## src/rtl/cnn_pkg.sv

```systemverilog
// Shared widths, state type and readout FSM encoding for the
// 4x4 CNN tile readout path.
package cnn_pkg;

   localparam int WIDTH = 9;
   localparam int YW    = 2*WIDTH-1;
   localparam int CELLS = 16;

   typedef logic signed [YW-1:0] ystate_t;

   typedef enum logic [1:0] {
      IDLE  = 2'd0,
      RUN   = 2'd1,
      DRAIN = 2'd2
   } rd_state_t;

endpackage

```

## src/rtl/cnn_sweep_tracker.sv

```systemverilog
// Follows the tile's 16-cycle cell sweep and flags the cycle in which
// the settled frame is visible on the tile outputs.
module cnn_sweep_tracker
   import cnn_pkg::*;
#(
   parameter int ITERATIONS = 8
) (
   input  logic clk,
   input  logic rst,
   input  logic restart,
   input  logic run,
   output logic capture_now
);

   localparam logic [7:0] ITER8 = 8'(ITERATIONS);

   logic [3:0] phase_q, phase_d;
   logic [7:0] sweeps_q, sweeps_d;

   always_ff @(posedge clk) begin
      if (rst) begin
         phase_q  <= '0;
         sweeps_q <= '0;
      end else begin
         phase_q  <= phase_d;
         sweeps_q <= sweeps_d;
      end
   end

   // phase_q mirrors the tile counter of the current cycle; the start
   // cycle is phase 0, so a restart loads phase 1 for the next cycle.
   always_comb begin
      phase_d  = phase_q;
      sweeps_d = sweeps_q;
      if (restart) begin
         phase_d  = 4'd1;
         sweeps_d = '0;
      end else if (run) begin
         phase_d = phase_q + 4'd1;
         if (phase_q == 4'd15) begin
            sweeps_d = sweeps_q + 8'd1;
         end
      end else begin
         phase_d  = '0;
         sweeps_d = '0;
      end
   end

   assign capture_now = run && (sweeps_q == ITER8) && (phase_q == 4'd1);

endmodule

```

## src/rtl/cnn_tile_readout.sv

```systemverilog
// Reader end of the 4x4 CNN tile: waits a number of sweeps, snapshots
// the 16 Y outputs and streams them one cell per valid/ready beat.
module cnn_tile_readout
   import cnn_pkg::*;
#(
   parameter int ITERATIONS = 8
) (
   input  logic       clk,
   input  logic       rst,
   input  logic       start,
   input  ystate_t    y_in [CELLS],
   output ystate_t    m_data,
   output logic       m_pixel,
   output logic [3:0] m_index,
   output logic       m_last,
   output logic       m_valid,
   input  logic       m_ready,
   output logic       busy,
   output logic       overrun
);

   rd_state_t  state_q, state_d;
   ystate_t    snap_q [CELLS];
   ystate_t    snap_d [CELLS];
   logic [3:0] beat_q, beat_d;
   logic       overrun_q, overrun_d;

   logic hs, final_hs, restart, capture_now, do_capture;

   assign hs         = (state_q == DRAIN) && m_ready;
   assign final_hs   = hs && (beat_q == 4'd15);
   // A start landing on the final handshake counts as a fresh start.
   assign restart    = start && ((state_q != DRAIN) || final_hs);
   assign do_capture = (state_q == RUN) && !start && capture_now;

   cnn_sweep_tracker #(
      .ITERATIONS(ITERATIONS)
   ) u_tracker (
      .clk        (clk),
      .rst        (rst),
      .restart    (restart),
      .run        (state_q == RUN),
      .capture_now(capture_now)
   );

   always_ff @(posedge clk) begin
      if (rst) begin
         state_q   <= IDLE;
         snap_q    <= '{default: '0};
         beat_q    <= '0;
         overrun_q <= 1'b0;
      end else begin
         state_q   <= state_d;
         snap_q    <= snap_d;
         beat_q    <= beat_d;
         overrun_q <= overrun_d;
      end
   end

   always_comb begin
      state_d = state_q;
      unique case (state_q)
         IDLE:    if (start) state_d = RUN;
         RUN:     if (do_capture) state_d = DRAIN;
         DRAIN:   if (final_hs) state_d = start ? RUN : IDLE;
         default: state_d = IDLE;
      endcase
   end

   always_comb begin
      snap_d    = snap_q;
      beat_d    = beat_q;
      overrun_d = overrun_q;
      if (do_capture) begin
         snap_d = y_in;
      end
      if (hs) begin
         beat_d = final_hs ? 4'd0 : beat_q + 4'd1;
      end
      if (start && (state_q == DRAIN) && !final_hs) begin
         overrun_d = 1'b1;
      end
   end

   always_comb begin
      m_valid = (state_q == DRAIN);
      m_data  = m_valid ? snap_q[beat_q] : '0;
      m_pixel = m_valid && !m_data[YW-1];
      m_index = m_valid ? beat_q : 4'd0;
      m_last  = m_valid && (beat_q == 4'd15);
      busy    = (state_q == RUN) || (state_q == DRAIN);
      overrun = overrun_q;
   end

endmodule

```

## config.mk

```make
export PLATFORM = sky130hd
export DESIGN_NAME = cnn_tile_readout
export DESIGN_NICKNAME = d
export VERILOG_FILES = /design/src/rtl/cnn_pkg.sv /design/src/rtl/cnn_sweep_tracker.sv /design/src/rtl/cnn_tile_readout.sv
export SDC_FILE = /design/constraint.sdc
export NUM_CORES = 1
export LEC_CHECK = 0
export CAP_MARGIN = 20
export CORE_ASPECT_RATIO = 2
export CORE_MARGIN = 2
export CORE_UTILIZATION = 50
export DETAILED_ROUTE_END_ITERATION = 8
export PLACE_DENSITY = 0.77
export SETUP_SLACK_MARGIN = 0.15
export SLEW_MARGIN = 20
export SYNTH_ARGS = -nofsm -noshare
export SYNTH_HDL_FRONTEND = slang
export SYNTH_SLANG_ARGS = --single-unit
```

## constraint.sdc

```tcl
create_clock -name clk -period 2.6 [get_ports clk]
set_clock_uncertainty 0.05 [all_clocks]
set_input_delay 0.78 -clock clk [delete_from_list [all_inputs] [get_ports clk]]
set_output_delay 0.78 -clock clk [all_outputs]
set_load 0.05 [all_outputs]
```

== Word level (Yosys, flattened, before mapping) ==
Cells that the tools add are included.
Word-level totals
  flip-flop bits (word level): 291
  input port bits: 276
  output and inout port bits: 26
  word-level logic and storage cells: 70
Operators by class
  $add $sub $neg: 3
  magnitude comparators: 1
  equality and inequality tests: 10
  multiplexer cells: 13
  bitwise operators: 2
  reduce and logical (&&, ||, !) cells: 19
Operator list (number)
  $bmux W17 S4: 1
  $mux W17: 3
  $logic_and A1 B1 Y1: 11
  $add A4 B1 Y4 const B: 2
  $add A8 B1 Y8 const B: 1
  $eq A4 B4 Y1 const B: 2
  $eq A8 B4 Y1 const B: 1
  $mux W4: 2
  $mux W2: 3
  $ne A2 B2 Y1 const B: 3
  $pmux W2 S3: 1
  $ge A5 B5 Y1 const B: 1
  $not A4 Y5: 1
  $eq A4 B1 Y1 const B: 1
  $logic_not A1 Y1: 3
  $mux W1: 3
  $reduce_and A3 Y1: 1
  $reduce_or A3 Y1: 1
  $eq A2 B1 Y1 const B: 1
  $eq A2 B2 Y1 const B: 1
  $logic_not A2 Y1: 1
  $logic_or A1 B1 Y1: 2
  $ne A2 B1 Y1 const B: 1
  $not A1 Y1: 1

== Longest topological paths before layout ==
Gate-level depths: netlist (run 1).
  word-level depth: 7
  depth in mapped cells: 9
  mapped depth without buffers: 6

== Modules after synthesis ==
From an unflattened synthesis (run 1), not the netlist that was laid out.
Unflattened totals
  cells, all modules: 1506
  area total of the unflattened synthesis: 12445.7 um^2
By module, submodules not included
  cnn_tile_readout: instances 1, cells an instance 1442, area each 11873.9 um^2, seq. area each 5585.4 um^2
  cnn_sweep_tracker: instances 1, cells an instance 64, area each 571.8 um^2, seq. area each 240.2 um^2

== Worst setup path before layout (run 1) ==
No wires, ideal clock.
  path type: register -> output
  from: register state_q[0]
  to: output m_data[10]
  arrival time: 2.453 ns
  required time: 1.770 ns
  slack: -0.683 ns
  stages on the path, launching flop included: 7
  cells stage by stage: dfxtp_1 -> inv_1 -> ha_1 -> nand2_1 -> clkinv_1 -> clkbuf_1 -> a32o_1
On the way
  cells in the longest elaborated chain, start to end: 2
Ends and longest elaborated chain
  start, declared: RTL line cnn_tile_readout.sv:22  | rd_state_t state_q, state_d;
  start signal, assigned: RTL line cnn_tile_readout.sv:53  | state_q <= state_d;
  $eq A2 B2 Y1: RTL line cnn_tile_readout.sv:86  | m_valid = (state_q == DRAIN);
  named net m_valid: RTL line cnn_tile_readout.sv:16  | output logic m_valid,
  $mux W17: RTL line cnn_tile_readout.sv:87  | m_data = m_valid ? snap_q[beat_q] : '0;
  end, declared: RTL line cnn_tile_readout.sv:12  | output ystate_t m_data,
The timed path passes the listed nets, and every way through them passes these cells.

== Worst setup path in the final report (run 1) ==
  from: register beat_q[0]
  to: output m_data[5]
On the way
  cells in the longest elaborated chain, start to end: 5
Ends and longest elaborated chain
  start, declared: RTL line cnn_tile_readout.sv:25  | logic [3:0] beat_q, beat_d;
  start signal, assigned: RTL line cnn_tile_readout.sv:55  | beat_q <= beat_d;
  $not A4 Y5 (implied by the code): RTL line cnn_tile_readout.sv:87
  $bmux W17 S4: RTL line cnn_tile_readout.sv:87
  $mux W17 (implied by the code) (2 in series): RTL line cnn_tile_readout.sv:87
  $mux W17: RTL line cnn_tile_readout.sv:87
No other way between the ends. The select of a mux whose other input is x is not followed.

==> run_results.csv, run 1 <==
group,metric,value,unit
die,io_pins,302,
sta,worst_slack,-0.635,ns
logic_synthesis,syn_area_per_cell,8.33,um2
routing,drt_iter0_markers,985,
logic_synthesis,synth-seq-cells,291,
global_route,grt_pass1_wl,65300,um
power_and_ir_drop,vdd_drop_max,599,uV
routing,wl_per_cell,20.0,um
setup_path,arrival,2.41,ns
die,die-area,26800,um2
global_route,antenna_found_initial,3,
layout,final_util,0.722,
sta,fin_crit_sh,1.24,
clock_tree,cts-root-buf,"clkbuf_16",
die,core,25000,um2
setup_path,worstPathCellList,"buf_4 > mux4_2 > mux2_4 > a32o_2 > buf_12",
sta,slew_viol_final,0,
logic_synthesis,syn-num-nets,1814,
power_and_ir_drop,pwr_density_cell,545,nW/um2
sta,tightest_slew,0.512,ns
sta,hold_viol,0,
status,run_status,"finished with violations",
routing,first_pass_iters,8,
status,violations,"negative setup slack",
logic_synthesis,synth.top_cell.area_share,0.458,
logic_synthesis,yosysSeqAreaShare,0.458,
power_and_ir_drop,p_leak,6.01,nW
place,io_buffers,301,
sta,grt_setup_unrepaired,"yes",
clock_tree,insertion_delay,0.54,ns
layout,design_area,18100,um2
layout,final_nets,2117,
layout,drive_above_1_share,0.144,
place,place_area,16800,um2
setup_path,crit_family,"multiplexers",
logic_synthesis,synth_area_leaders,"dfxtp_1 46%, nand2_1 16%, a21oi_1 11%",
sta,fin_hold_ws,0.403,ns
clock_tree,cts_htree_levels,1,
routing,routed_wl,43700,um
clock_tree,clockBufferDepth,3,
sta,finalSetupViolations,19,
routing,via_count,12300,
place,gp_congestion,0.969,
layout,fill_cells,1923,
routing,drcViolationCount,0,
setup_path,end_kind,"output pin",
place,place_hpwl,32700,um
routing,highest_layer,"met4",
routing,ant_nets,0,
layout,stdcell_count,2187,
die,die_w,117,um
global_route,grt_use_total,0.320,
logic_synthesis,postSynthCellCount,1528,
place,dp.cells,2126,
global_route,grt_max_degree,88,
clock_tree,cts_buffers,25,
setup_path,cpPeakStageDelay,0.56,ns
routing,viasPerCell,5.63,
clock_tree,clk_pin_slew,0.07,ns
routing,dr_wl_met3,2510,um
layout,multi_input_comb_area,6510,um2
min_path,hold_path_class,"flip-flop to flip-flop",
layout,syn2layout_area_growth,42.0,%
setup_path,path_max_fanout,6,
clock_tree,clock-sinks,291,
layout,seqCellArea,5840,um2
die,start_util,0.508,
sta,period_needed,3.24,ns
setup_path,critPathSlowestCell,"mux4_2",
logic_synthesis,synth.cell_area,12700,um2
global_route,grt_overflow,0,
sta,slew_headroom,0.660,
logic_synthesis,synth_top_area_cell,"dfxtp_1",
logic_synthesis,ys_warn_count,0,
flow_run,max_cap_viol_count,0,
setup_path,crit_type,"flip-flop to output pin",
die,num_rows,82,
logic_synthesis,synth_cell_types,40,
setup_path,startpoint_type,"flip-flop",
global_route,grt_pass1_vias,12300,
die,die_h,230,um
routing,met1_length,14400,um
clock_tree,ctsHoldBuffers,0,
setup_path,path_buf_inv,2,
clock_tree,cts_tree,"done",
sta,fmax,309,MHz
routing,wl_met2,22800,um
setup_path,required,1.77,ns
worst paths after layout:
kind | start | end | slack (ns) | depth (start not counted)
max | beat_q[0] | m_data[5] | -0.64 | 5
min | snap_q[87] | snap_q[87] | 0.40 | 2
max reg2reg | beat_q[0] | state_q[0] | 0.44 | 7
min reg2reg | snap_q[87] | snap_q[87] | 0.40 | 2
logic make-up (layout without fill, tap and decap cells):
| family | after synthesis | in the layout | share of synthesized area |
|---|---|---|---|
| simple gates | 628 | 628 | 0.201 |
| fa+ha+maj | 10 | 10 | 0.00984 |
| compound gates | 334 | 334 | 0.147 |
| other cells | 0 | 3 | 0 |
| flops | 291 | 291 | 0.458 |
| xor+xnor | 10 | 10 | 0.00689 |
| mux | 120 | 120 | 0.132 |
| buf+inv | 135 | 455 | 0.0462 |
registers in the layout, indices dropped and copies added (netlist names):
register	flops
overrun	1
u_tracker.sweeps_q	8
u_tracker.phase_q	4
snap_q	272
beat_q	4
state_q	2
timing repair:
item	4_1_cts	5_1_grt
pin swaps	0	2
buffers inserted	11	1
gates cloned	2	0
hold endpoints to repair	0	0
setup endpoints to repair	25	23
gates resized for setup	47	12
cells in the final DEF (no fill, tap or decap), types with 20 or more instances in the layout:
| master | Yosys | final |
|---|---|---|
| nand2_1 | 549 | 548 |
| dfxtp_1 | 291 | 286 |
| a21oi_1 | 279 | 279 |
| clkdlybuf4s50_1 | 0 | 274 |
| buf_4 | 2 | 73 |
| mux2i_1 | 67 | 59 |
| buf_12 | 0 | 43 |
| mux4_2 | 36 | 36 |
| clkbuf_16 | 0 | 25 |
| nand2b_1 | 20 | 20 |
synth_stat cells (all sizes together):
cell and n:
clkbuf 79, mux2 17, a32oi 16, dfxtp 291
o21ai 1, and4 1, and2 3, nand2 549
clkinv 1, o22ai 1, buf 49, nand4 6
nor4b 2, or3 1, and3 4, and4bb 1
nand3b 17, a311oi 1, xor2 8, a21oi 279
mux2i 67, nor2 17, a21o 1, o211ai 16
a222oi 1, nor3 1, a22o 1, nor2b 1
nand3 5, a31oi 1, xnor2 2, ha 10
mux4 36, nand2b 20, a32o 16, inv 6
worst min-delay path: cells and delay by family (launching register included):
| family | cells | cell delay [ns] |
|---|---|---|
| and+or+nand+nor | 1 | 0.05 |
| AOI/OAI and AO/OA | 1 | 0.05 |
| DFF | 1 | 0.31 |
routing by layer:
layer / vias to the layer above / GRT usage
li1: 5782 / -
met1: 5800 / 0.325
met2: 542 / 0.572
met3: 187 / 0.0386
met4: 0 / 0.247
met5: - / 0
metrics by stage:
| step | TNS, ns | setup WS (ns) | total power [mW] |
|---|---|---|---|
| finish | -10.70 | -0.635 | 9.85 |
| global route | -11.45 | -0.669 | 10.1 |
| CTS | -10.90 | -0.638 | 9.86 |
| detailed placement | -1.03 | -0.165 | 5.74 |
| global placement | -0.710 | -0.169 | 5.72 |
| floorplan | 0 | 0.0987 | 5.11 |
final cells by class:
| type | count | area share |
|---|---|---|
| clock buffer | 33 | 0.0385 |
| sequential | 291 | 0.323 |
| tap | 336 | 0.0233 |
| antenna | 3 | 0.000415 |
| inverter | 7 | 0.00173 |
| clock inverter | 11 | 0.0107 |
| multi-input combinational | 1102 | 0.360 |
| timing repair buffer | 404 | 0.242 |
power breakdown:
group	switching, mW	internal, mW
sequential	0.0284	4.48
clock	1.70	2.39
combinational	0.525	0.736
total	2.25	7.60
Note: power is estimated with default switching activity, not from simulation.
==> run 2: changes to the inputs <==
- SETUP_SLACK_MARGIN: 0.15 -> not set
==> run 2 against run 1 <==
The run still ends with negative setup slack left. Critical path depth unchanged. Sequential share of layout area down 0.078 points. Design area up 0.24%. Flip-flop and latch count unchanged. Via count down 1.7%. Clock-buffer cell count down 1. Critical endpoint is now m_data[9]. Final cell count down 0.82%. Utilization up 0.18 points. Register-to-register slack worse by 0.06 ns. First-iteration DRC count up 2.4%. Non-clock buffer count down 17. Sequential power about the same.
==> run_results.csv, run 2 (synthesized netlist as in run 1, its figures left out) <==
group,metric,value,unit
global_route,antenna_found_initial,2,
layout,reg.largest.list,"snap_q (272), u_tracker.sweeps_q (8)",
power_and_ir_drop,vdd_drop_max,393,uV
clock_tree,cts-root-buf,"clkbuf_16",
routing,first_pass_iters,5,
routing,viasPerCell,5.58,
die,core,25000,um2
die,die-area,26800,um2
sta,tns,-10.59,ns
routing,routed_wl,44300,um
global_route,grt_max_degree,123,
clock_tree,clk_pin_slew,0.07,ns
layout,final_cell_mix,"548 x nand2_1, 286 x dfxtp_1, 279 x a21oi_1",
clock_tree,ctsHoldBuffers,0,
clock_tree,cts_tree,"done",
die,io_pins,302,
sta,worst_slack,-0.645,ns
layout,final_common_cell,"nand2_1",
sta,fmax,308,MHz
place,dp.cells,2110,
clock_tree,cts_htree_levels,1,
place,gp_congestion,0.936,
routing,via_count,12100,
die,die_w,117,um
sta,slew_viol_final,0,
die,die_h,230,um
layout,largest-register,"snap_q",
setup_path,required,1.77,ns
layout,final_nets,2100,
flow_run,max_cap_viol_count,0,
layout,final_util,0.724,
layout,drive_above_1_share,0.145,
setup_path,end_kind,"output pin",
die,num_rows,82,
setup_path,path_max_fanout,5,
global_route,grt_overflow,0,
setup_path,cpPeakStageDelay,0.56,ns
setup_path,arrival,2.41,ns
layout,syn2layout_area_growth,42.4,%
setup_path,startpoint_type,"flip-flop",
status,run_status,"finished with violations",
routing,drcViolationCount,0,
die,start_util,0.508,
routing,wl_per_cell,20.4,um
global_route,grt_pass1_wl,65600,um
sta,hold_viol,0,
routing,ant_nets,0,
sta,grt_setup_unrepaired,"yes",
clock_tree,insertion_delay,0.53,ns
status,violations,"negative setup slack",
power_and_ir_drop,power,9.38,mW
clock_tree,cts_buffers,25,
power_and_ir_drop,p_leak,5.91,nW
setup_path,critPathSlowestCell,"mux4_2",
global_route,grt_pass1_vias,12200,
setup_path,worstPathCellList,"buf_6 > mux4_2 > mux2_4 > a32o_2 > buf_12",
place,io_buffers,301,
clock_tree,clock-sinks,291,
power_and_ir_drop,pwr_density_cell,518,nW/um2
min_path,hold_path_class,"flip-flop to flip-flop",
sta,finalSetupViolations,19,
sta,tightest_slew,0.557,ns
place,place_hpwl,32300,um
layout,largest_register_ffs,272,
sta,period_needed,3.24,ns
place,place_ws,-0.264,ns
routing,drt_iter0_markers,1009,
sta,slew_headroom,0.629,
layout,stdcell_count,2169,
sta,fin_crit_sh,1.25,
clock_tree,clockBufferDepth,3,
setup_path,crit_type,"flip-flop to output pin",
global_route,grt_use_total,0.325,
run 2: cell types whose count changed in the layout (fill, tap and decap cells not counted), moves of 4 or more:
cell / before / now
buf_4: 73 / 51
mux2i_2: 5 / 12
mux2i_4: 3 / 18
mux2i_1: 59 / 37
clkinv_2: 2 / 9
bufinv_16: 5 / 1
run 2: path summary, 6_finish.rpt:
| path | startpoint | end | slack, ns | cells past startpoint |
|---|---|---|---|---|
| max | beat_q[0] | m_data[9] | -0.64 | 5 |
| min | snap_q[186] | snap_q[186] | 0.40 | 2 |
| max reg2reg | beat_q[0] | state_q[0] | 0.38 | 7 |
| min reg2reg | snap_q[186] | snap_q[186] | 0.40 | 2 |
run 2: area by class of cell:
class | instances | area (um2)
fill | 1881 | 6920
multi-input combinational | 1102 | 6720
sequential | 291 | 5840
timing repair buffer | 387 | 4340
clock buffer | 32 | 662
tap | 336 | 420
clock inverter | 12 | 91.3
inverter | 7 | 26.3
antenna | 2 | 5.00
run 2: through the flow:
| stage | instance area, um2 | hold WS (ns) |
|---|---|---|
| 6_report | 18100 | 0.404 |
| 2_1_floorplan | 12800 | 0.383 |
| 4_1_cts | 18000 | 0.405 |
| 3_5_place_dp | 16700 | 0.395 |
| 3_3_place_gp | 16700 | 0.389 |
| 5_1_grt | 18100 | 0.420 |
run 2: per-layer routing:
layer,part of all wire,vias up,track usage,routed length [um]
li1,-,5757,-,-
met1,0.33,5672,0.326,14600
met2,0.53,516,0.586,23400
met3,0.050,158,0.0394,2220
met4,0.090,0,0.248,3990
met5,0,-,0,0
run 2: critical path, delay by kind of cell, from the launching register on:
kind                   cells  cell delay (ns)
AO/OA/AOI/OAI              1             0.25
buffers and inverters      2             0.35
multiplexers               2             0.86
flip-flops                 1             0.42
run 2: repair_timing:
item | CTS | global route
setup endpoints to repair | 22 | 20
setup buffers | 7 | 1
pin swaps | 4 | 2
gates resized for setup | 81 | 23
cloned | 5 | 2
run 2: where the power goes:
| part | switching, mW | total [mW] | internal, mW |
|---|---|---|---|
| clock network | 1.66 | 3.57 | 1.90 |
| registers | 0.0323 | 4.51 | 4.48 |
| logic | 0.552 | 1.30 | 0.747 |
| total | 2.25 | 9.38 | 7.13 |
